$ cat src/rtl/pc_ctrl_pkg.sv
// Shared definitions for the fetch PC writer: branch encodings, MDU tracker states and defaults.
package pc_ctrl_pkg;

  localparam logic [2:0] BR_NONE = 3'd0;
  localparam logic [2:0] BR_BEQ  = 3'd1;
  localparam logic [2:0] BR_BNE  = 3'd2;
  localparam logic [2:0] BR_J    = 3'd3;
  localparam logic [2:0] BR_JR   = 3'd4;

  localparam int unsigned MULT_CYC_DEF = 5;
  localparam int unsigned DIV_CYC_DEF  = 10;

  // Also the reset value of the F_PC register.
  localparam logic [31:0] RESET_PC_DEF = 32'h0000_3000;

  typedef enum logic {
    StIdle,
    StBusy
  } md_state_e;

endpackage

$ cat src/rtl/md_busy_tracker.sv
// Multiply/divide busy tracker: a down-counter loaded on each MDU start, busy until it expires.
module md_busy_tracker import pc_ctrl_pkg::*; #(
  parameter int unsigned MULT_CYC = MULT_CYC_DEF,
  parameter int unsigned DIV_CYC  = DIV_CYC_DEF
) (
  input  logic clk,
  input  logic reset,
  input  logic start,
  input  logic is_div,
  output logic busy
);

  md_state_e  state_q, state_d;
  logic [3:0] cnt_q, cnt_d;

  always_ff @(posedge clk) begin
    if (reset) begin
      state_q <= StIdle;
      cnt_q   <= 4'd0;
    end else begin
      state_q <= state_d;
      cnt_q   <= cnt_d;
    end
  end

  always_comb begin
    state_d = state_q;
    cnt_d   = cnt_q;
    // A start while already busy simply restarts the window.
    if (start) begin
      cnt_d   = is_div ? 4'(DIV_CYC) : 4'(MULT_CYC);
      state_d = StBusy;
    end else if (state_q == StBusy) begin
      cnt_d = cnt_q - 4'd1;
      if (cnt_q == 4'd1) begin
        state_d = StIdle;
      end
    end
  end

  assign busy = start | (state_q == StBusy);

endmodule

$ cat src/rtl/pc_ctrl.sv
// Fetch PC writer: resolves D-stage branch/jump targets and merges MDU and data-hazard stalls.
module pc_ctrl import pc_ctrl_pkg::*; #(
  parameter logic [31:0] RESET_PC = RESET_PC_DEF,
  parameter int unsigned MULT_CYC = MULT_CYC_DEF,
  parameter int unsigned DIV_CYC  = DIV_CYC_DEF
) (
  input  logic        clk,
  input  logic        reset,
  input  logic [31:0] F_PC,
  input  logic [31:0] D_PC,
  input  logic [2:0]  D_br_type,
  input  logic [25:0] D_imm26,
  input  logic [31:0] D_rs_val,
  input  logic [31:0] D_rt_val,
  input  logic        D_data_stall,
  input  logic        D_is_md,
  input  logic        E_md_start,
  input  logic        E_md_is_div,
  output logic [31:0] NPC,
  output logic        PCWrEn,
  output logic        FD_WrEn,
  output logic        DE_clr,
  output logic        md_busy
);

  logic [31:0] seq_pc, br_tgt, j_tgt, npc_sel;
  logic        ops_eq, stall;

  md_busy_tracker #(
    .MULT_CYC (MULT_CYC),
    .DIV_CYC  (DIV_CYC)
  ) u_md_busy_tracker (
    .clk    (clk),
    .reset  (reset),
    .start  (E_md_start),
    .is_div (E_md_is_div),
    .busy   (md_busy)
  );

  // Branch offsets are relative to the delay slot (D_PC + 4).
  assign seq_pc = F_PC + 32'd4;
  assign br_tgt = D_PC + 32'd4 + {{14{D_imm26[15]}}, D_imm26[15:0], 2'b00};
  assign j_tgt  = {D_PC[31:28], D_imm26, 2'b00};
  assign ops_eq = (D_rs_val == D_rt_val);

  always_comb begin
    npc_sel = seq_pc;
    case (D_br_type)
      BR_BEQ:  npc_sel = ops_eq ? br_tgt : seq_pc;
      BR_BNE:  npc_sel = ops_eq ? seq_pc : br_tgt;
      BR_J:    npc_sel = j_tgt;
      BR_JR:   npc_sel = D_rs_val;
      default: npc_sel = seq_pc;
    endcase
  end

  // The target is recomputed every cycle; a stall just drops the PC write.
  assign stall = D_data_stall | (D_is_md & md_busy);

  always_comb begin
    NPC     = npc_sel;
    PCWrEn  = ~stall;
    FD_WrEn = ~stall;
    DE_clr  = stall;
    if (reset) begin
      NPC     = RESET_PC;
      PCWrEn  = 1'b1;
      FD_WrEn = 1'b1;
      DE_clr  = 1'b1;
    end
  end

endmodule

$ cat config.mk
export PLATFORM = sky130hd
export DESIGN_NAME = pc_ctrl
export DESIGN_NICKNAME = d
export VERILOG_FILES = /design/src/rtl/pc_ctrl_pkg.sv /design/src/rtl/md_busy_tracker.sv /design/src/rtl/pc_ctrl.sv
export SDC_FILE = /design/constraint.sdc
export NUM_CORES = 1
export LEC_CHECK = 0
export CORE_ASPECT_RATIO = 0.8
export CORE_MARGIN = 1.5
export CORE_UTILIZATION = 37
export DETAILED_ROUTE_END_ITERATION = 10
export GPL_TIMING_DRIVEN = 0
export PLACE_DENSITY = 0.72
export RECOVER_POWER = 50
export SYNTH_ARGS = -nofsm -noshare
export SYNTH_HDL_FRONTEND = slang
export SYNTH_SLANG_ARGS = --single-unit
$ cat constraint.sdc
create_clock -name clk -period 6.75 [get_ports clk]
set_clock_uncertainty 0.15 [all_clocks]
set_input_delay 1.35 -clock clk [delete_from_list [all_inputs] [get_ports clk]]
set_output_delay 1.35 -clock clk [all_outputs]
set_load 0.05 [all_outputs]
== Word-level counts from Yosys, hierarchy flattened ==
Cells that the tools add are included.
Word-level totals
  logic and storage cells: 29
  register bits after elaboration: 5
  bits of input ports: 163
  output and inout port bits: 36
Cells by class
  bitwise logic cells: 4
  reduce and logical (&&, ||, !) cells: 1
  mux-type cells: 12
  $add $sub $neg: 4
  equal/unequal tests: 6
Operators by type and width (count)
  $pmux 32 s4: 1
  $mux 32: 3
  $add 32x3->32 const B: 2
  $add 32x32->32: 1
  $eq 32x32->1: 1
  $mux 4: 3
  $eq 3x2->1 const B: 2
  $mux 1: 5
  $eq 4x1->1 const B: 1
  $sub 4x1->4 const B: 1
  $eq 3x1->1 const B: 1
  $eq 3x3->1 const B: 1
  $or 1x1->1: 2
  $reduce_bool 2->1: 1
  $and 1x1->1: 1
  $not 1->1: 1

== Logic depth before layout (Yosys ltp) ==
Gate-level depths: netlist of the first run.
  depth after elaboration: 5
  depth in mapped cells: 14
  mapped depth without buffers: 14

== Modules after synthesis ==
A second synthesis of the first run with hierarchy kept.
Second synthesis, totals
  cell total of the unflattened synthesis: 538
  area total of the unflattened synthesis: 3933.8 µm²
By module, submodules not included
  pc_ctrl: times used 1, area an instance 3661.0 µm², seq. area each 0.0 µm², cells an instance 509
  md_busy_tracker: times used 1, area an instance 272.8 µm², seq. area each 100.1 µm², cells an instance 29

== Least setup slack after synthesis of the first run ==
Ideal clock, no wire load.
  path type: input-to-output
  start: input port D_PC[3]
  end: output port NPC[21]
  arrival time: 4328 ps
  buffers on the path: 0
  required time: 5250 ps
  stages: 12
  slack: 922 ps
  cells stage by stage: ha_1 > ha_1 > inv_1 > fa_1 > nor2b_1 > o31ai_1 > a21oi_1 > a41o_1 > a21oi_1 > xnor2_1 > a21oi_1 > o21ai_0
Between the ends
  longest elaborated chain between the ends: 5
  elaborated cells on any way between the ends: 6
  those cells by class: add/sub: 2; mux: 4
Ends and longest elaborated chain
  start, declared: line pc_ctrl.sv:10  | input logic [31:0] D_PC,
  $add 32x3->32 *: line pc_ctrl.sv:42  | assign br_tgt = D_PC + 32'd4 + {{14{D_imm26[15]}}, D_imm26[15:0], 2'b00};
  $add 32x32->32 *: line pc_ctrl.sv:42
  $mux 32, on equally long branches: line pc_ctrl.sv:50, pc_ctrl.sv:49
  $pmux 32 s4 *: line pc_ctrl.sv:48  | case (D_br_type)
  $mux 32 *: line pc_ctrl.sv:65  | if (reset) begin
  end, declared: line pc_ctrl.sv:19  | output logic [31:0] NPC,
Mark *: on every way between the ends. The rest lies on a longest branch, timed or not.

== Worst setup path after layout of the first run ==
  start: input port D_rs_val[30]
  end: output port NPC[4]
Between the ends
  longest elaborated chain between the ends: 4
  elaborated cells on any way between the ends: 5
  those cells by class: eq/ne: 1; mux: 4
Ends and longest elaborated chain
  start, declared: line pc_ctrl.sv:13  | input logic [31:0] D_rs_val,
  $eq 32x32->1 *: line pc_ctrl.sv:44  | assign ops_eq = (D_rs_val == D_rt_val);
  $mux 32, on equally long branches: line pc_ctrl.sv:50, pc_ctrl.sv:49
  $pmux 32 s4 *: line pc_ctrl.sv:48
  $mux 32 *: line pc_ctrl.sv:65
Marks and branches as above.

==> results.yml, run 1 <==
floorplan:
  die-area_um2: 11100
  die-height_um: 94.7
  io_pins: 199
  die_x_um: 118
  initial_core_util_pct: 37.9
  fp-row-count: 33
  core-area_um2: 10200
worst_setup_path:
  path_cells: "clkdlybuf4s50_1 > xnor2_1 > nand4_1 > nor4_2 > nand2_1 > mux2i_1 > o21a_1 > buf_2 > buf_4 > a222oi_1 > a21oi_1 > clkdlybuf4s50_1"
  path_class: "input pin to primary output"
  path_max_fanout: 10
  slowest_stage: "clkdlybuf4s50_1"
  arrival_ns: 5.13
  r2r_cells: 5
  end_kind: "primary output"
  cpPeakStageDelay_ns: 0.85
  ff2ff_setup_slack_ns: 5.18
  worstReg2RegStart: "u_md_busy_tracker.state_q"
  worstPathRequired_ns: 5.25
  crit_path_frequent_cell: "clkdlybuf4s50_1"
  crit_buf_inv: 4
  cp_top_family: "buffers and inverters"
  start_kind: "input pin"
  rr_endpoint: "u_md_busy_tracker.cnt_q[3]"
sta:
  finalWorstSetupSlack_ns: 0.117
  max_slew.worst_pin.slew_ns: 0.746
  clock.fmax_mhz: 151
  rsz0062_at_grt: "false"
  post-route-period-util_pct: 98.3
  hold_violations: 0
  maxSlewViolCount: 0
  setup_tns_ns: 0
  max_slew_margin_pct: 50.3
  setup-violations-final: 0
  period_needed_ns: 6.63
  timing.hold.ws_ns: 0.460
synthesis:
  ys_seq_area_share_pct: 2.58
  yosysTopAreaCell: "ha_1"
  synth_enable_flop_cells: 0
  netlist.area_leader.share_pct: 19.3
  synth_area_um2: 3880
  synth_ff_type: "dfxtp_1"
  ys_types: 67
  synth_warnings: 0
  avgSynthCellArea_um2: 7.25
  synthesis.nets: 760
  synthTopCellsByArea: "ha_1 (19%), xnor2_1 (14%), a21oi_1 (6.8%)"
  synth-async-reset-ratio_pct: 0
  synth-seq-cells: 5
  netlist_instances: 536
clock_network:
  clkTransAtPathRegs_ns: 0.03
  root_buffer: "clkbuf_16"
  cts_buffer_depth: 2
  cts_tree: "yes"
  clkSinkCount: 5
  numCtsBuffers: 3
  h-tree-depth: 1
  clock_latency_ns: 0.23
detailed_routing:
  drtIter0Drc: 530
  wl_um: 17100
  num_vias: 5147
  ant_nets: 0
  dr.pass1.iters: 7
  routedWlPerCell_um: 19.6
  drc: 0
  viasPerCell: 5.88
status:
  outcome: "finished, final reports clean"
placed_design:
  place.gp.congestion: 0.974
  placed_cell_area_um2: 6010
  pre_cts_ws_ns: -0.530
  portBuffers: 195
  dp_hpwl_um: 14200
min_path:
  worstHoldEndpoint: "u_md_busy_tracker.state_q"
  worstHoldPathCells: 2
  hold_start: "u_md_busy_tracker.state_q"
  hp-class: "flip-flop to flip-flop"
global_route:
  grt_max_degree: 17
  grt.overflow.total: 0
  grt_use_total_pct: 29.0
  grt_pass1_vias: 4920
  antenna_found_initial: 0
  grt_pass1_wl_um: 25800
power:
  pwr-share-clk_pct: 14.6
  ir_drop_mv: 0.0974
  switching_share_pct: 47.8
  p_leak_nw: 2.38
  p_sw_uw: 321
  pwr-share-comb_pct: 80.2
  seq_power_share_pct: 5.2
  power_density_nw_per_um2: 112
  p_int_uw: 352
  total_power_uw: 673
layout:
  seqCellArea_um2: 100
  drive_above_1_share_pct: 4.49
  multi_input_area_um2: 3600
  area_delta_synth_final_pct: 55.3
  antenna_cells: 0
  postLayoutCellArea_um2: 6030
  fillers: 969
  fin_nets: 960
job:
  cap_violations: 0
per-stage QoR:
stage               util, %  std cells
global placement       58.7        871
global route           58.9        875
finish                 58.9        875
detailed placement     58.7        871
CTS                    59.4        875
floorplan                 -        536
cells by family after synthesis:
kind of cell    synth area share, %
xor+xnor                       18.3
buf+inv                        5.28
compound gates                 29.9
mux                           0.805
fa+ha+maj                      19.8
flops                          2.58
simple gates                   23.3
worst max-delay path by stage:
stage,startpoint,endpoint,depth (start not counted)
CTS,D_imm26[15],NPC[30],12
global placement,D_imm26[15],NPC[30],12
global route,D_rs_val[30],NPC[8],12
finish,D_rs_val[30],NPC[4],12
detailed placement,D_imm26[15],NPC[30],12
floorplan,D_PC[3],NPC[21],12
layout make-up:
| cell class | count | area share (%) |
|---|---|---|
| buffer | 24 | 1.78 |
| clock buffer | 4 | 1.31 |
| inverter | 26 | 1.62 |
| multi-input combinational | 481 | 59.7 |
| sequential | 5 | 1.66 |
| tap | 140 | 2.90 |
| timing repair buffer | 195 | 31.1 |
repair_timing:
| action | CTS | global route |
|---|---|---|
| resized for setup | 10 | 19 |
| buffers inserted | 0 | 0 |
| hold buffers | 0 | 0 |
| hold endpoints to repair | 0 | 0 |
| endpoints found under the setup margin | 9 | 25 |
placed cells by master (no fill, tap or decap), types with 24 or more instances in the layout:
master,instances
clkdlybuf4s50_1,170
a222oi_1,24
nand2_1,45
clkbuf_1,27
xnor2_1,60
inv_1,26
ha_1,60
nand3_1,26
a21oi_1,53
nor2_1,33
cells in the mapped netlist, drive strengths merged, types with 6 or more instances:
master / n
ha: 60
xnor2: 60
a21oi: 54
nand2: 45
nor2: 34
inv: 26
nand3: 26
a222oi: 24
xor2: 21
nand4: 16
o21ai: 16
clkbuf: 15
a21o: 10
buf: 9
and3: 8
nand2b: 7
a221o: 6
o211ai: 6
o21a: 6
worst register-to-register path: cells and delay by family (launching register included):
| family | cells | cell delay [ns] |
|---|---|---|
| DFF | 1 | 0.45 |
| xor gates and xnor gates | 1 | 0.18 |
| AOI/OAI and AO/OA | 1 | 0.14 |
| and+or+nand+nor | 3 | 0.51 |
registers in the layout, indices dropped and copies added (netlist names):
register	count
u_md_busy_tracker.cnt_q	4
u_md_busy_tracker.state_q	1
power by group through the flow:
| stage | Combinational (mW) | Clock [mW] | Sequential [mW] |
|---|---|---|---|
| finish | 0.540 | 0.0985 | 0.0351 |
| global route | 0.577 | 0.102 | 0.0353 |
| CTS | 0.538 | 0.0997 | 0.0349 |
| detailed placement | 0.537 | 0 | 0.0352 |
| global placement | 0.529 | 0 | 0.0350 |
| floorplan | 0.319 | 0 | 0.0347 |
per-layer routing:
metal / vias to the layer above / global-route usage (%) / part of all wire, %
met5: - / 0 / 0
met4: 0 / 6.10 / 1.2
met3: 18 / 4.29 / 9.8
met2: 297 / 50.1 / 46
met1: 2405 / 38.5 / 43
li1: 2427 / - / -
No activity file was read; power rests on OpenSTA's default activity.
==> run 2: changes to the inputs <==
--- a/config.mk
+++ b/config.mk
@@ -10,6 +10,7 @@
 export CORE_UTILIZATION = 37
 export DETAILED_ROUTE_END_ITERATION = 10
 export GPL_TIMING_DRIVEN = 0
+export HOLD_SLACK_MARGIN = 0.15
 export PLACE_DENSITY = 0.72
 export RECOVER_POWER = 50
 export SYNTH_ARGS = -nofsm -noshare
==> results of run 2 <==
No change in the layout: final DEF, timing and power equal those of run 1.
